**config.mk**
```make
export PLATFORM = sky130hd
export DESIGN_NAME = bcd_seg_display
export DESIGN_NICKNAME = d
export VERILOG_FILES = /design/src/rtl/bcd_seg_display.sv
export SDC_FILE = /design/constraint.sdc
export NUM_CORES = 1
export LEC_CHECK = 0
export CELL_PAD_IN_SITES_DETAIL_PLACEMENT = 1
export CELL_PAD_IN_SITES_GLOBAL_PLACEMENT = 2
export CORE_ASPECT_RATIO = 0.6
export CORE_MARGIN = 1.5
export CORE_UTILIZATION = 37
export CTS_CLUSTER_DIAMETER = 100
export DETAILED_ROUTE_END_ITERATION = 8
export PLACE_DENSITY = 0.86
export RECOVER_POWER = 50
export SLEW_MARGIN = 30
export SYNTH_ARGS = -nofsm -noshare
export SYNTH_HDL_FRONTEND = slang
export SYNTH_SLANG_ARGS = --single-unit
```
**constraint.sdc**
```tcl
create_clock -name clk -period 2.4 [get_ports clk]
set_input_delay 0.6 -clock clk [delete_from_list [all_inputs] [get_ports clk]]
set_output_delay 0.6 -clock clk [all_outputs]
set_load 0.03 [all_outputs]
```
**src/rtl/bcd_seg_display.sv**
```systemverilog
// rtl/bcd_seg_display.sv - binary to BCD converter with multiplexed 7-segment scanner
module bcd_seg_display #(
  parameter int N          = 2,
  parameter int DIGITS     = 3,
  parameter int SCAN_DIV   = 50_000,
  parameter int ACTIVE_LOW = 1,
  parameter int BLANK_LZ   = 1
) (
  input  logic                  clk,
  input  logic                  rst,
  input  logic [N-1:0]          value,
  input  logic                  load,
  output logic [4*DIGITS-1:0]   bcd,
  output logic                  busy,
  output logic                  ovf,
  output logic [6:0]            seg,
  output logic [DIGITS-1:0]     an
);

  // Decimal digits needed for 2^N-1 (floor(N*log10(2))+1); scratch holds the
  // full result so overflow never depends on truncated BCD.
  localparam int NDEC  = (N * 30103) / 100000 + 1;
  localparam int SN    = (NDEC > DIGITS) ? NDEC : DIGITS;
  localparam int SW    = 4 * SN;
  localparam int BW    = 4 * DIGITS;
  localparam int CW    = $clog2(N + 1);
  localparam int PW    = (SCAN_DIV > 1) ? $clog2(SCAN_DIV) : 1;
  localparam int IW    = (DIGITS > 1) ? $clog2(DIGITS) : 1;
  localparam int LIMIT = 10 ** DIGITS;

  typedef enum logic [1:0] {S_IDLE, S_SHIFT, S_DONE} state_t;

  state_t            r_state;
  state_t            w_state_nxt;
  logic [N-1:0]      r_shift;
  logic [SW-1:0]     r_scratch;
  logic [SW-1:0]     w_adj;
  logic [CW-1:0]     r_cnt;
  logic              r_ovf_pend;
  logic [BW-1:0]     r_bcd;
  logic              r_ovf;
  logic [63:0]       w_value_ext;
  logic              w_ovf_in;

  logic [PW-1:0]     r_presc;
  logic [IW-1:0]     r_idx;
  logic [DIGITS-1:0] w_lz;
  logic              w_zero_run;
  logic [3:0]        w_nib;
  logic [DIGITS-1:0] w_an_oh;
  logic              w_cur_lz;
  logic [6:0]        w_seg_hi;
  logic [6:0]        r_seg;
  logic [DIGITS-1:0] r_an;

  assign w_value_ext = 64'(value);
  assign w_ovf_in    = (w_value_ext >= 64'(LIMIT));

  assign bcd  = r_bcd;
  assign ovf  = r_ovf;
  assign busy = (r_state != S_IDLE);
  assign seg  = r_seg;
  assign an   = r_an;

  // Converter state register
  always_ff @(posedge clk) begin
    if (rst) r_state <= S_IDLE;
    else     r_state <= w_state_nxt;
  end

  // Converter next-state: one SHIFT cycle per input bit, then a single DONE
  always_comb begin
    w_state_nxt = r_state;
    case (r_state)
      S_IDLE:  if (load) w_state_nxt = S_SHIFT;
      S_SHIFT: if (r_cnt == CW'(1)) w_state_nxt = S_DONE;
      S_DONE:  w_state_nxt = S_IDLE;
      default: w_state_nxt = S_IDLE;
    endcase
  end

  // Add-3 correction on every scratch nibble that would overflow after doubling
  always_comb begin
    w_adj = r_scratch;
    for (int i = 0; i < SN; i++) begin
      if (r_scratch[4*i +: 4] >= 4'd5) w_adj[4*i +: 4] = r_scratch[4*i +: 4] + 4'd3;
    end
  end

  // Converter datapath: capture, shift-and-adjust, publish result
  always_ff @(posedge clk) begin
    if (rst) begin
      r_shift    <= '0;
      r_scratch  <= '0;
      r_cnt      <= '0;
      r_ovf_pend <= 1'b0;
      r_bcd      <= '0;
      r_ovf      <= 1'b0;
    end else begin
      case (r_state)
        S_IDLE: begin
          if (load) begin
            r_shift    <= value;
            r_scratch  <= '0;
            r_cnt      <= CW'(N);
            r_ovf_pend <= w_ovf_in;
          end
        end
        S_SHIFT: begin
          {r_scratch, r_shift} <= {w_adj[SW-2:0], r_shift, 1'b0};
          r_cnt                <= r_cnt - CW'(1);
        end
        S_DONE: begin
          if (r_ovf_pend) begin
            r_bcd <= {DIGITS{4'h9}};
            r_ovf <= 1'b1;
          end else begin
            r_bcd <= r_scratch[BW-1:0];
            r_ovf <= 1'b0;
          end
        end
        default: ;
      endcase
    end
  end

  // Free-running prescaler stepping the scan index at terminal count
  always_ff @(posedge clk) begin
    if (rst) begin
      r_presc <= '0;
      r_idx   <= '0;
    end else if (r_presc == PW'(SCAN_DIV - 1)) begin
      r_presc <= '0;
      r_idx   <= (r_idx == IW'(DIGITS - 1)) ? '0 : r_idx + IW'(1);
    end else begin
      r_presc <= r_presc + PW'(1);
    end
  end

  // Leading-zero mask, digit select and segment decode for the active digit
  always_comb begin
    w_zero_run = 1'b1;
    w_lz       = '0;
    for (int k = DIGITS - 1; k >= 0; k--) begin
      w_zero_run = w_zero_run & (r_bcd[4*k +: 4] == 4'd0);
      w_lz[k]    = w_zero_run;
    end
    w_nib    = 4'd0;
    w_an_oh  = '0;
    w_cur_lz = 1'b0;
    for (int k = 0; k < DIGITS; k++) begin
      if (r_idx == IW'(k)) begin
        w_nib      = r_bcd[4*k +: 4];
        w_an_oh[k] = 1'b1;
        w_cur_lz   = (k != 0) && w_lz[k];
      end
    end
    if ((BLANK_LZ != 0) && w_cur_lz) begin
      w_seg_hi = 7'h00;
    end else begin
      case (w_nib)
        4'd0:    w_seg_hi = 7'h3F;
        4'd1:    w_seg_hi = 7'h06;
        4'd2:    w_seg_hi = 7'h5B;
        4'd3:    w_seg_hi = 7'h4F;
        4'd4:    w_seg_hi = 7'h66;
        4'd5:    w_seg_hi = 7'h6D;
        4'd6:    w_seg_hi = 7'h7D;
        4'd7:    w_seg_hi = 7'h07;
        4'd8:    w_seg_hi = 7'h7F;
        4'd9:    w_seg_hi = 7'h6F;
        default: w_seg_hi = 7'h00;
      endcase
    end
  end

  // Pin registers with polarity applied; reset shows "0" on digit 0
  always_ff @(posedge clk) begin
    if (rst) begin
      r_seg <= (ACTIVE_LOW != 0) ? ~7'h3F : 7'h3F;
      r_an  <= (ACTIVE_LOW != 0) ? ~DIGITS'(1) : DIGITS'(1);
    end else begin
      r_seg <= (ACTIVE_LOW != 0) ? ~w_seg_hi : w_seg_hi;
      r_an  <= (ACTIVE_LOW != 0) ? ~w_an_oh : w_an_oh;
    end
  end

endmodule

```
* Yosys cells after proc, flatten, opt, wreduce, memory -nomap -nowiden
Memories as Yosys holds them, arrays and structs flattened.
Index checks and enable logic that the tools add are counted.
** Storage, ports and cells
- Flip-flop bits (word level) :: 60
- Memory bits (read-only) :: 112
- Output and inout bits :: 24
- Logic and storage cells :: 67
- Memories :: 1
** Cells by class
- Add/subtract/negate cells :: 6
- $lt $le $gt $ge :: 4
- Equal/unequal tests :: 8
- Mux-type cells :: 24
- Bitwise operators :: 3
- Reduce and logical (&&, ||, !) cells :: 10
** Memory list
- (no name shown) :: depth 16, width 7, read ports 1, clocked after memory_dff 0, write ports 0, line 161 : case (w_nib)
** Operators with widths (number)
- 12-bit two-way mux :: 2
- 12-bit case mux with 2 select lines :: 1
- 4-bit two-way mux :: 5
- 16-bit by 1-bit adder with 16-bit output, second input constant :: 1
- 16-bit equality test, second input constant :: 1
- 4-bit by 3-bit greater-or-equal comparator with 1-bit output, second input constant :: 3
- 2-bit case mux with 2 select lines :: 3
- 2-bit by 10-bit greater-or-equal comparator with 1-bit output, second input constant :: 1
- 2-bit two-way mux :: 5
- 4-bit by 2-bit adder with 4-bit output, second input constant :: 2
- 4-bit zero test :: 2
- 7-bit two-way mux :: 1
- 7-bit inverter :: 1
- 2-bit by 1-bit equality test with 1-bit output, second input constant :: 3
- 1-bit two-way mux :: 6
- 2-bit AND reduction :: 3
- 2-bit equality test, second input constant :: 2
- 2-bit zero test :: 2
- 2-bit inequality test, second input constant :: 2
- 2-bit nonzero test :: 2
- 3-bit by 2-bit adder with 3-bit output, second input constant :: 1
- 3-bit two-way mux :: 1
- 3-bit inverter :: 1
- 2-bit by 1-bit adder with 2-bit output, second input constant :: 1
- 3 further kinds :: 3

* Logic depth before layout (Yosys ltp)
An unclocked memory read counts as a cell.
- Depth after elaboration :: 7
- Gate-level depth with buffers :: 9
- Mapped depth without buffers :: 8

* Least setup slack after synthesis
No wires, ideal clock.
- Path type :: reg2reg
- Start :: register r_bcd[4], in the netlist bcd[4]
- End :: register r_seg[1], in the netlist seg[1]
- Setup time :: 0.070 ns
- Arrival :: 1.694 ns
- Required time :: 2.330 ns
- Slack :: 0.635 ns
- Cell stages (with the launch flop) :: 8
- Buffers on the path :: 0
- Cell sequence :: dfxtp_1 -> mux2i_1 -> o21ai_0 -> inv_1 -> ha_1 -> nor2b_1 -> o22ai_1 -> a21oi_1
** On the way
- Word-level cells in the longest chain between the ends :: 6
** Ends and longest elaborated chain
- start, declared :: line 40 : logic [BW-1:0] r_bcd;
- start signal, assigned :: line 115 : r_bcd <= {DIGITS{4'h9}};
- start signal, assigned :: line 118 : r_bcd <= r_scratch[BW-1:0];
- branches (longest 4 deep; another with memory read 16 x 7 bit)
- 7-bit two-way mux (*) :: line 158 : if ((BLANK_LZ != 0) && w_cur_lz) begin
- 7-bit inverter (*) :: line 183 : r_seg <= (ACTIVE_LOW != 0) ? ~w_seg_hi : w_seg_hi;
- end signal, assigned :: line 180 : r_seg <= (ACTIVE_LOW != 0) ? ~7'h3F : 7'h3F;
- end signal, assigned :: line 183
- end, declared :: line 53 : logic [6:0] r_seg;
Every way passes the cells marked *.
A chain may end at the register's enable or synchronous reset.

* Worst setup path in the final report
- Start :: register r_state[0]
- End :: output port busy
** On the way
- Word-level cells in the longest chain between the ends :: 1
** Ends and longest elaborated chain
- start, declared :: line 33 : state_t r_state;
- start signal, assigned :: line 68 : else r_state <= w_state_nxt;
- 2-bit nonzero test :: line 61 : assign busy = (r_state != S_IDLE);
- end, declared :: line 14 : output logic busy,
Every way passes these cells.

==> metrics.csv <==
stage,metric,value,unit
worst_setup_path,cp-end-kind,output port,
floorplanning,start_util,0.394,
logic_synthesis,netlist_top_cells_area,"dfxtp_1, ha_1, nand2_1",
logic_synthesis,ys_ff_latch,58,
floorplanning,die_w,113,um
clock_network,clk_pin_slew,0.05,ns
floorplanning,core_area,0.00685,mm2
cells_and_area,seq_area,0.00116,mm2
worst_setup_path,path_cells,or2_2 > clkdlybuf4s50_1,
outcome,outcome,completed,
drt,via_per_inst,5.11,
logic_synthesis,synth_nets,324,
placed_design,portBuffers,27,
timing,rsz0062_at_grt,false,
drt,first_pass_iters,4,
floorplanning,row_count,23,
global_routing,antenna_found_initial,0,
clock_network,cts_buffer_depth,2,
timing,hold_viol_final,0,
clock_network,cts_resized,0,
cells_and_area,fill_cells,813,
timing,period_share,0.950,
timing,final_max_slew_viol_count,0,
logic_synthesis,async_flop_share,0,
clock_network,h-tree-depth,3,
worst_setup_path,cp_num_buf_inv,1,
worst_setup_path,slowest_delay,0.66,ns
logic_synthesis,avgSynthCellArea,8.82,um2
pwr,peakVddDrop,0.346,mV
drt,drt_iter0_markers,123,
drt,wirelength,6.86,mm
floorplanning,die_h,69.2,um
global_routing,grtUsageTotal,0.190,
pwr,power-per-cell-area,717,mW/mm2
worst_setup_path,cp_top_family,buffers and inverters,
pwr,p_sw_frac,0.215,
drt,detail_route.wl_per_cell,16.0,um
worst_setup_path,arrival,1.68,ns
clock_network,cts_buffers,9,
logic_synthesis,syn_inst,306,
logic_synthesis,synth.distinct_cells,46,
hold_path,worstHoldPathType,register to register,
floorplanning,ioPinCount,29,
clock_network,worstSkewPairLatency,0.33,ns
cells_and_area,area_growth,23.1,%
timing,skew,0.00648,ns
drt,drc,0,
cells_and_area,drive_gt1_frac,0.0850,
cells_and_area,layout.nets,354,
cells_and_area,diodes,0,
global_routing,overflow,0,
placed_design,routabilityCongestion,0.760,
logic_synthesis,ys_warn_count,0,
timing,worstMarginPinSlew,0.906,ns
timing,setup_viol_count_final,0,
pwr,p_leak,0.00123,uW
pwr,p_clk_frac,0.544,
clock_network,post-cts-setup-buffers,0,
logic_synthesis,yosysTopAreaCell,dfxtp_1,
pwr,internal_power,1870,uW
flow_run,drv_cap,0,
pwr,power_frac_comb,0.040,
worst_setup_path,required,1.80,ns
timing,fmax,439,MHz
global_routing,grt_max_degree,29,
logic_synthesis,syn_area,0.00270,mm2
drt,ant_nets,0,
timing,slew_headroom,0.396,
global_routing,grt_pass1_wl,11.2,mm
clock_network,clock_sinks,58,
pwr,p_seq_frac,0.417,
worst_setup_path,critical_path_class,register to output port,
worst_setup_path,cp-start-kind,register,
global_routing,grt_pass1_vias,2102,
cells_and_area,multi_input_area,0.00140,mm2
clock_network,root_buffer,clkbuf_16,
logic_synthesis,synth_edf_count,0,
drt,vias,2189,
pwr,p_switching,512,uW
timing,fin_crit,2.28,ns
logic_synthesis,synth_seq_area_share,0.430,
worst_setup_path,critPathMaxFanout,9,
clock_network,cts_tree,done,
logic_synthesis,yosysTopAreaCellShare,0.430,
worst_setup_path,cpMaxStageDelayCell,clkdlybuf4s50_1,
timing,finalSetupTns,0,ns
placed_design,dp_hpwl,4.94,mm
clock_network,hold_buffers,0,
floorplanning,die_area,0.00783,mm2
logic_synthesis,synth_flop_cell,dfxtp_1,
cells_and_area,final_util,0.485,
## Yosys cell counts, types with 4 or more instances
| cell | n |
|---|---|
| dfxtp_1 | 58 |
| nand2_1 | 43 |
| nor2_1 | 33 |
| a21oi_1 | 23 |
| ha_1 | 13 |
| inv_1 | 13 |
| xnor2_1 | 10 |
| xor2_1 | 10 |
| mux2i_1 | 9 |
| o21ai_0 | 8 |
| clkbuf_1 | 7 |
| nand3_1 | 6 |
| a22oi_1 | 5 |
| nand2b_1 | 5 |
| nor3_1 | 5 |
| o21ai_1 | 5 |
| a21o_1 | 4 |
| and3_1 | 4 |
| buf_4 | 4 |
| nor2b_1 | 4 |
## cells by family (layout without fill, tap and decap cells)
family          count (synthesis)  in the layout  share of synthesized area
other cells                     1              1                    0.00139
buf+inv                        27             62                     0.0491
simple gates                  118            118                      0.212
compound gates                 60             60                      0.148
fa+ha+maj                      13             13                     0.0603
flops                          58             58                      0.430
mux                             9              9                     0.0334
xor+xnor                       20             20                     0.0649
## final timing paths
kind,start,to,slack [ns],depth (start not counted)
setup / recovery,r_state[0]$_SDFFE_PP0P_,busy,0.12,2
hold / removal,r_presc[0]$_SDFF_PP0_,r_presc[0]$_SDFF_PP0_,0.46,1
setup reg to reg,r_idx[0]$_SDFFE_PP0N_,seg[4]$_SDFF_PP0_,0.39,8
hold reg to reg,r_presc[0]$_SDFF_PP0_,r_presc[0]$_SDFF_PP0_,0.46,1
## layout make-up
type                            count  area share
Multi-Input combinational cell    221       0.421
Sequential cell                    58       0.350
Timing Repair Buffer               33      0.0919
Clock buffer                       14      0.0795
Tap cell                           87      0.0328
Inverter                           13      0.0147
Clock inverter                      2      0.0105
## layer usage
layer / track usage / vias to the layer above / wire length [um]
li1: - / 1104 / -
met3: 0.0783 / 7 / 263
met2: 0.251 / 35 / 2710
met5: 0 / - / 0
met4: 0.0583 / 0 / 83
met1: 0.279 / 1043 / 3810
## sequential cells by signal (all words and copies together), names as in the netlist
signal and flops:
an 3, bcd 12, r_cnt 2, r_idx 2, r_presc 16, r_scratch 12, r_shift 2, r_state 2
seg 7
## cell usage in the layout, fill, tap and decap left out, types with 6 or more instances in the layout
cell / synthesis / final
o21ai_0: 8 / 8
a21oi_1: 23 / 23
mux2i_1: 9 / 9
clkbuf_16: 0 / 9
xor2_1: 10 / 10
clkdlybuf4s50_1: 0 / 25
nor2_1: 33 / 33
nand3_1: 6 / 6
xnor2_1: 10 / 10
dfxtp_1: 58 / 58
nand2_1: 43 / 43
ha_1: 13 / 13
inv_1: 13 / 13
## metrics by stage
step | cells | area [um2] | setup slack [ns] | hold WS [ns] | total power (uW)
floorplan | 306 | 2700 | 0.635 | 0.426 | 1070
global placement | 412 | 3040 | 0.374 | 0.446 | 1100
detailed placement | 412 | 3040 | 0.317 | 0.455 | 1110
CTS | 428 | 3340 | 0.119 | 0.469 | 2400
global route | 428 | 3320 | 0.0443 | 0.489 | 2470
finish | 428 | 3320 | 0.120 | 0.464 | 2380
## power groups by stage
stage	sequential, uW	clock, uW	combinational, uW
after floorplan	1010	0	65.9
after global placement	1010	0	94.3
after detailed placement	1010	0	96.1
after CTS	991	1320	97.1
after global routing	993	1370	104
final	992	1300	94.1
(Power assumes the default switching activity.)
